[src/rtl/sdiv_seq.sv]
// Signed/unsigned divide sequencer wrapped around an external iterative unsigned divider.
// Latency: accept->rsp_valid is WIDTH+4 cycles normally, 4 on divider overflow, 1 on divide by zero.
// Backpressure: one request in flight; req_ready only in IDLE, rsp_* held stable until rsp_ready.
//
// Optional feature: define SDIV_FLOORED_EN to make op 10 perform floored fm/mod;
// without it op 10 behaves exactly like symmetric sm/rem.
module sdiv_seq #(
    parameter int WIDTH = 16
) (
    input  logic               clk,
    input  logic               arstn,
    // request port
    input  logic               req_valid,
    output logic               req_ready,
    input  logic [1:0]         req_op,
    input  logic [2*WIDTH-1:0] req_num,
    input  logic [WIDTH-1:0]   req_den,
    // response port
    output logic               rsp_valid,
    input  logic               rsp_ready,
    output logic [WIDTH-1:0]   rsp_quot,
    output logic [WIDTH-1:0]   rsp_rem,
    output logic               rsp_ovf,
    output logic               rsp_dz,
    // divider port
    output logic               div_go,
    output logic [2*WIDTH-1:0] div_dividend,
    output logic [WIDTH-1:0]   div_divisor,
    input  logic               div_busy,
    input  logic [WIDTH-1:0]   div_quot,
    input  logic [WIDTH-1:0]   div_rem,
    input  logic               div_ovf
);

    typedef enum logic [2:0] {
        S_IDLE,
        S_LAUNCH,
        S_WAIT,
        S_FIX,
        S_RESP
    } state_t;

    // Largest positive quotient magnitude and largest negative quotient magnitude,
    // held one bit wider than a cell so a floor increment cannot wrap.
    localparam logic [WIDTH:0] Q_POS_MAX = {2'b00, {(WIDTH-1){1'b1}}};
    localparam logic [WIDTH:0] Q_NEG_MAX = {2'b01, {(WIDTH-1){1'b0}}};
    localparam logic [WIDTH:0] Q_ONE     = {{WIDTH{1'b0}}, 1'b1};

    state_t               state_q,        state_d;
    logic                 signed_q,       signed_d;
    logic                 sign_n_q,       sign_n_d;
    logic                 sign_d_q,       sign_d_d;
    logic                 div_go_q,       div_go_d;
    logic [2*WIDTH-1:0]   div_dividend_q, div_dividend_d;
    logic [WIDTH-1:0]     div_divisor_q,  div_divisor_d;
    logic                 rsp_valid_q,    rsp_valid_d;
    logic [WIDTH-1:0]     rsp_quot_q,     rsp_quot_d;
    logic [WIDTH-1:0]     rsp_rem_q,      rsp_rem_d;
    logic                 rsp_ovf_q,      rsp_ovf_d;
    logic                 rsp_dz_q,       rsp_dz_d;
`ifdef SDIV_FLOORED_EN
    logic                 floor_q,        floor_d;
`endif

    // Request decode: op 11 falls back to unsigned, signs only matter for signed ops.
    logic                 req_signed;
    logic                 req_sign_n;
    logic                 req_sign_d;
    logic [2*WIDTH-1:0]   req_num_mag;
    logic [WIDTH-1:0]     req_den_mag;
`ifdef SDIV_FLOORED_EN
    logic                 req_floor;
    assign req_floor   = (req_op == 2'b10);
`endif
    assign req_signed  = (req_op == 2'b01) || (req_op == 2'b10);
    assign req_sign_n  = req_signed & req_num[2*WIDTH-1];
    assign req_sign_d  = req_signed & req_den[WIDTH-1];
    // The most negative divisor negates to itself, which read unsigned is 2^(WIDTH-1).
    assign req_num_mag = req_sign_n ? -req_num : req_num;
    assign req_den_mag = req_sign_d ? -req_den : req_den;

    // Sign/floor correction of the divider magnitudes, consumed in FIX.
    logic                 fix_qneg;
    logic                 fix_rneg;
    logic [WIDTH:0]       fix_qmag;
    logic [WIDTH-1:0]     fix_rmag;
    logic [WIDTH:0]       fix_qres;
    logic [WIDTH-1:0]     fix_rres;
    logic                 fix_range_ovf;
    logic                 fix_ovf;

    // Apply quotient/remainder signs, optional floor adjust and signed range checks.
    always_comb begin
        fix_qneg = sign_n_q ^ sign_d_q;
        fix_rneg = sign_n_q;
        fix_qmag = {1'b0, div_quot};
        fix_rmag = div_rem;
`ifdef SDIV_FLOORED_EN
        if (floor_q) begin
            // Floored remainder follows the divisor sign; a non-zero remainder with a
            // negative quotient pushes the quotient one step further from zero.
            fix_rneg = sign_d_q;
            if (fix_qneg && (fix_rmag != '0)) begin
                fix_qmag = fix_qmag + Q_ONE;
                fix_rmag = div_divisor_q - fix_rmag;
            end
        end
`endif
        fix_qres = fix_qneg ? -fix_qmag : fix_qmag;
        fix_rres = fix_rneg ? -fix_rmag : fix_rmag;
        fix_range_ovf = fix_qneg ? (fix_qmag > Q_NEG_MAX) : (fix_qmag > Q_POS_MAX);
        fix_ovf = div_ovf | (signed_q & fix_range_ovf);
    end

    // Next-state and next-output computation for the sequencer.
    always_comb begin
        state_d        = state_q;
        signed_d       = signed_q;
        sign_n_d       = sign_n_q;
        sign_d_d       = sign_d_q;
        div_go_d       = 1'b0;
        div_dividend_d = div_dividend_q;
        div_divisor_d  = div_divisor_q;
        rsp_valid_d    = rsp_valid_q;
        rsp_quot_d     = rsp_quot_q;
        rsp_rem_d      = rsp_rem_q;
        rsp_ovf_d      = rsp_ovf_q;
        rsp_dz_d       = rsp_dz_q;
`ifdef SDIV_FLOORED_EN
        floor_d        = floor_q;
`endif
        case (state_q)
            S_IDLE: begin
                if (req_valid) begin
                    signed_d       = req_signed;
                    sign_n_d       = req_sign_n;
                    sign_d_d       = req_sign_d;
`ifdef SDIV_FLOORED_EN
                    floor_d        = req_floor;
`endif
                    div_dividend_d = req_num_mag;
                    div_divisor_d  = req_den_mag;
                    if (req_den == '0) begin
                        // Divide by zero never reaches the divider.
                        rsp_quot_d  = '1;
                        rsp_rem_d   = '1;
                        rsp_ovf_d   = 1'b1;
                        rsp_dz_d    = 1'b1;
                        rsp_valid_d = 1'b1;
                        state_d     = S_RESP;
                    end else begin
                        div_go_d = 1'b1;
                        state_d  = S_LAUNCH;
                    end
                end
            end
            S_LAUNCH: begin
                state_d = S_WAIT;
            end
            S_WAIT: begin
                if (!div_busy) begin
                    state_d = S_FIX;
                end
            end
            S_FIX: begin
                rsp_quot_d  = fix_ovf ? '1 : fix_qres[WIDTH-1:0];
                rsp_rem_d   = fix_ovf ? '1 : fix_rres;
                rsp_ovf_d   = fix_ovf;
                rsp_dz_d    = 1'b0;
                rsp_valid_d = 1'b1;
                state_d     = S_RESP;
            end
            S_RESP: begin
                if (rsp_ready) begin
                    rsp_valid_d = 1'b0;
                    state_d     = S_IDLE;
                end
            end
            default: begin
                state_d = S_IDLE;
            end
        endcase
    end

    // Sequencer state and registered outputs; reset discards anything in flight.
    always_ff @(posedge clk or negedge arstn) begin
        if (!arstn) begin
            state_q        <= S_IDLE;
            signed_q       <= 1'b0;
            sign_n_q       <= 1'b0;
            sign_d_q       <= 1'b0;
            div_go_q       <= 1'b0;
            div_dividend_q <= '0;
            div_divisor_q  <= '0;
            rsp_valid_q    <= 1'b0;
            rsp_quot_q     <= '0;
            rsp_rem_q      <= '0;
            rsp_ovf_q      <= 1'b0;
            rsp_dz_q       <= 1'b0;
`ifdef SDIV_FLOORED_EN
            floor_q        <= 1'b0;
`endif
        end else begin
            state_q        <= state_d;
            signed_q       <= signed_d;
            sign_n_q       <= sign_n_d;
            sign_d_q       <= sign_d_d;
            div_go_q       <= div_go_d;
            div_dividend_q <= div_dividend_d;
            div_divisor_q  <= div_divisor_d;
            rsp_valid_q    <= rsp_valid_d;
            rsp_quot_q     <= rsp_quot_d;
            rsp_rem_q      <= rsp_rem_d;
            rsp_ovf_q      <= rsp_ovf_d;
            rsp_dz_q       <= rsp_dz_d;
`ifdef SDIV_FLOORED_EN
            floor_q        <= floor_d;
`endif
        end
    end

    assign req_ready    = (state_q == S_IDLE);
    assign rsp_valid    = rsp_valid_q;
    assign rsp_quot     = rsp_quot_q;
    assign rsp_rem      = rsp_rem_q;
    assign rsp_ovf      = rsp_ovf_q;
    assign rsp_dz       = rsp_dz_q;
    assign div_go       = div_go_q;
    assign div_dividend = div_dividend_q;
    assign div_divisor  = div_divisor_q;

endmodule

[config.mk]
export PLATFORM = sky130hd
export DESIGN_NAME = sdiv_seq
export DESIGN_NICKNAME = d
export VERILOG_FILES = /design/src/rtl/sdiv_seq.sv
export SDC_FILE = /design/constraint.sdc
export NUM_CORES = 1
export LEC_CHECK = 0
export CAP_MARGIN = 15
export CORE_MARGIN = 10
export CORE_UTILIZATION = 51
export CTS_BUF_LIST = sky130_fd_sc_hd__clkbuf_8
export DETAILED_ROUTE_END_ITERATION = 8
export PLACE_DENSITY = 0.89
export SLEW_MARGIN = 20
export SYNTH_ARGS = -nofsm -noshare
export SYNTH_HDL_FRONTEND = slang
export SYNTH_SLANG_ARGS = --single-unit
export TNS_END_PERCENT = 10
[constraint.sdc]
create_clock -name clk -period 5.33 [get_ports clk]
set_input_delay 1.066 -clock clk [delete_from_list [all_inputs] [get_ports clk]]
set_output_delay 1.066 -clock clk [all_outputs]
set_load 0.03 [all_outputs]
==> results_dict.tcl <==
set metrics [dict create \
    wl_per_cell_um 18.65 \
    cts.clk_slew.worst_paths_ns 0.09 \
    slew_headroom_pct 33.49 \
    synth_flop_cell "dfrtp_1" \
    rows 36 \
    synth_common_cells "90 x dfrtp_1, 71 x nand2_1, 57 x o21ai_0, 49 x xor2_1, 35 x nor2_1" \
    ctsResizeCount 0 \
    critical_path_class "input port to flip-flop" \
    yosysMostFrequentCell "dfrtp_1" \
    drive_gt1_share_pct 5.225 \
    hp-class "flip-flop to flip-flop" \
    syn_to_final_growth_pct 40.02 \
    nNetsFinal 776 \
    die_w_um 118.9 \
    grt_pass1_wl_um 25410 \
    drt_wl_total_um 15330 \
    start_util_pct 51.70 \
    ir_drop_mv 0.3363 \
    synth.avg_cell_area_um2 9.565 \
    synth_area_um2 4984 \
    gp_congestion 0.8863 \
    power_density_nw_per_um2 558.1 \
    holdPathStages 2 \
    dpl_cell_area_um2 6777 \
    first_global_vias 4976 \
    crit_arrival_ns 3.82 \
    cts.sinks 90 \
    hold_path.startpoint "div_divisor[12]$_DFFE_PN0P_" \
    die-height_um 118.9 \
    dpl.hpwl_um 11660 \
    firstDrtPassIters 6 \
    ys_async_sr_fraction_pct 100.0 \
    dr.first_iter.drc_count 424 \
    cts_max_level 3 \
    postCtsSetupBuffers 0 \
    p_leak_nw 2.712 \
    cp-start-kind "input port" \
    critPathCaptureType "flip-flop" \
    startpoint "div_quot[10]" \
    drc 0 \
    grt_setup_unrepaired "no" \
    setup_viol 0 \
    grt_max_degree 60 \
    routed_via_density 5.782 \
    cp.required_ns 5.58 \
    drv_slew 0 \
    cts_buffers 9 \
    vias 4753 \
    clockBufferDepth 2 \
    ant_nets 0 \
    finalSetupTns_ns 0 \
    ys_ff_latch 90 \
    status "complete, no violations" \
    stdcell_area_um2 6978 \
    reg2reg_depth 4 \
    antenna_found_initial 0 \
    coreArea_um2 9639 \
    syn_inst 521 \
    synth_area_leaders "dfrtp_1 45%, xor2_1 8.6%, o21ai_0 5.7%" \
    finalCritPeriodShare_pct 66.86 \
    r2r-start "state_q[0]$_DFFE_PN0P_" \
    grt_remaining_overflow 0 \
    die_area_um2 14130 \
    grt_use_total_pct 21.48 \
    synth_edf_count 0 \
    fmax_mhz 280.6 \
    cts.hold.buffers_added 0 \
    drv_cap 0 \
    yosysSeqAreaShare_pct 45.19 \
    yosysTopAreaCellShare_pct 45.19 \
    ys_types 51 \
    crit_fanout 19 \
    hold_violations 0 \
    yosys_warnings 0 \
    numPortBuffers 172 \
    clockRootBuffer "clkbuf_8" \
    yosysTopAreaCell "dfrtp_1" \
    synth_fp_nets 613 \
    tritoncts "done" \
    ioPinCount 173 \
    fin_crit_ns 3.563 \
    worst_slew_pin_slew_ns 0.9942 \
    worstSkewPairLatency_ns 0.36 \
    num_antenna_cells 0 \
    skew_ns 0.009850 \
]
[power by group]
group,switching [mW],internal (mW),total (mW),leakage [nW]
Sequential,0.219,0.990,1.21,1.04
Combinational,1.27,0.933,2.20,1.58
Clock,0.261,0.221,0.482,0.100
Total,1.75,2.14,3.89,2.71
[critical path: stages]
cell and delay (ns):
clkdlybuf4s50_1 0.47, or3_4 0.44, or4_1 0.40, o311a_1 0.37, nor3_4 0.53, buf_4 0.34, o21ba_2 0.18
[cell type report]
cell class	instances	area (µm²)
flip-flops and latches	90	2252
well taps	133	166.4
repair buffers	176	1749
multi-input cells	397	2571
inverters	10	37.54
fillers	714	2661
clock inverters	7	77.57
clock buffers	9	123.9
[registers in the layout, summed over array words and instances (netlist names)]
register and count:
rsp_quot 16, div_divisor 16, sign_d_q 1, rsp_rem 16, div_go 1, rsp_ovf 1
state_q 3, fix_rneg 1, div_dividend 32, rsp_dz 1, signed_q 1, rsp_valid 1
[cells by family after synthesis]
| logic type | count (synthesis) | share of synthesized area (%) |
|---|---|---|
| AOI/OAI and AO/OA | 148 | 20.81 |
| xor gates and xnor gates | 70 | 12.30 |
| adders and majority gates | 4 | 1.004 |
| buffers and inverters | 34 | 3.264 |
| DFF | 90 | 45.19 |
| muxes | 2 | 0.4017 |
| and+or+nand+nor | 173 | 17.02 |
[metrics by stage]
stage | power (mW) | instances | utilization, % | hold WS [ns] | worst slack [ns]
floorplan | 2.521 | 521 | - | 0.4465 | 2.527
global placement | 3.362 | 806 | 70.30 | 0.4622 | 1.458
detailed placement | 3.430 | 806 | 70.30 | 0.4695 | 1.396
CTS | 3.923 | 822 | 72.39 | 0.4912 | 1.785
global route | 4.129 | 822 | 72.39 | 0.5106 | 1.590
finish | 3.895 | 822 | 72.39 | 0.4854 | 1.767
[final timing paths]
kind                            slack [ns]                     endpoint
worst min-delay path                  0.49  div_divisor[12]$_DFFE_PN0P_
worst max-delay path                  1.77          rsp_ovf$_DFFE_PN0P_
max in group asynchronous             3.60      rsp_quot[5]$_DFFE_PN0P_
min in group asynchronous             0.67      rsp_rem[14]$_DFFE_PN0P_
worst min register to register        0.49  div_divisor[12]$_DFFE_PN0P_
worst max register to register        2.55      rsp_quot[8]$_DFFE_PN0P_
[cell usage in the layout, fill, tap and decap left out, types with 3 or more instances in the layout]
| master | n |
|---|---|
| nand3_1 | 12 |
| or3_1 | 3 |
| a22oi_1 | 3 |
| dfrtp_1 | 90 |
| clkdlybuf4s50_1 | 171 |
| clkbuf_8 | 9 |
| and2_1 | 3 |
| o31ai_1 | 15 |
| o21ai_0 | 57 |
| nor4b_1 | 4 |
| buf_4 | 5 |
| or4_1 | 5 |
| nand2_1 | 70 |
| inv_1 | 10 |
| a31oi_1 | 4 |
| a21oi_1 | 13 |
| o41ai_1 | 8 |
| a2bb2oi_2 | 4 |
| nor4_1 | 9 |
| a2bb2oi_1 | 28 |
| xor2_1 | 49 |
| xnor2_1 | 21 |
| nor2_1 | 35 |
| ha_1 | 4 |
| nor3_1 | 10 |
| nand4_1 | 9 |
[routing by layer]
metal	part of all wire, %	GRT usage, %
met1	42	26.61
met2	47	35.01
met3	8.1	6.094
met4	2.4	7.863
met5	0	0
Note: power is estimated with default switching activity, not from simulation.
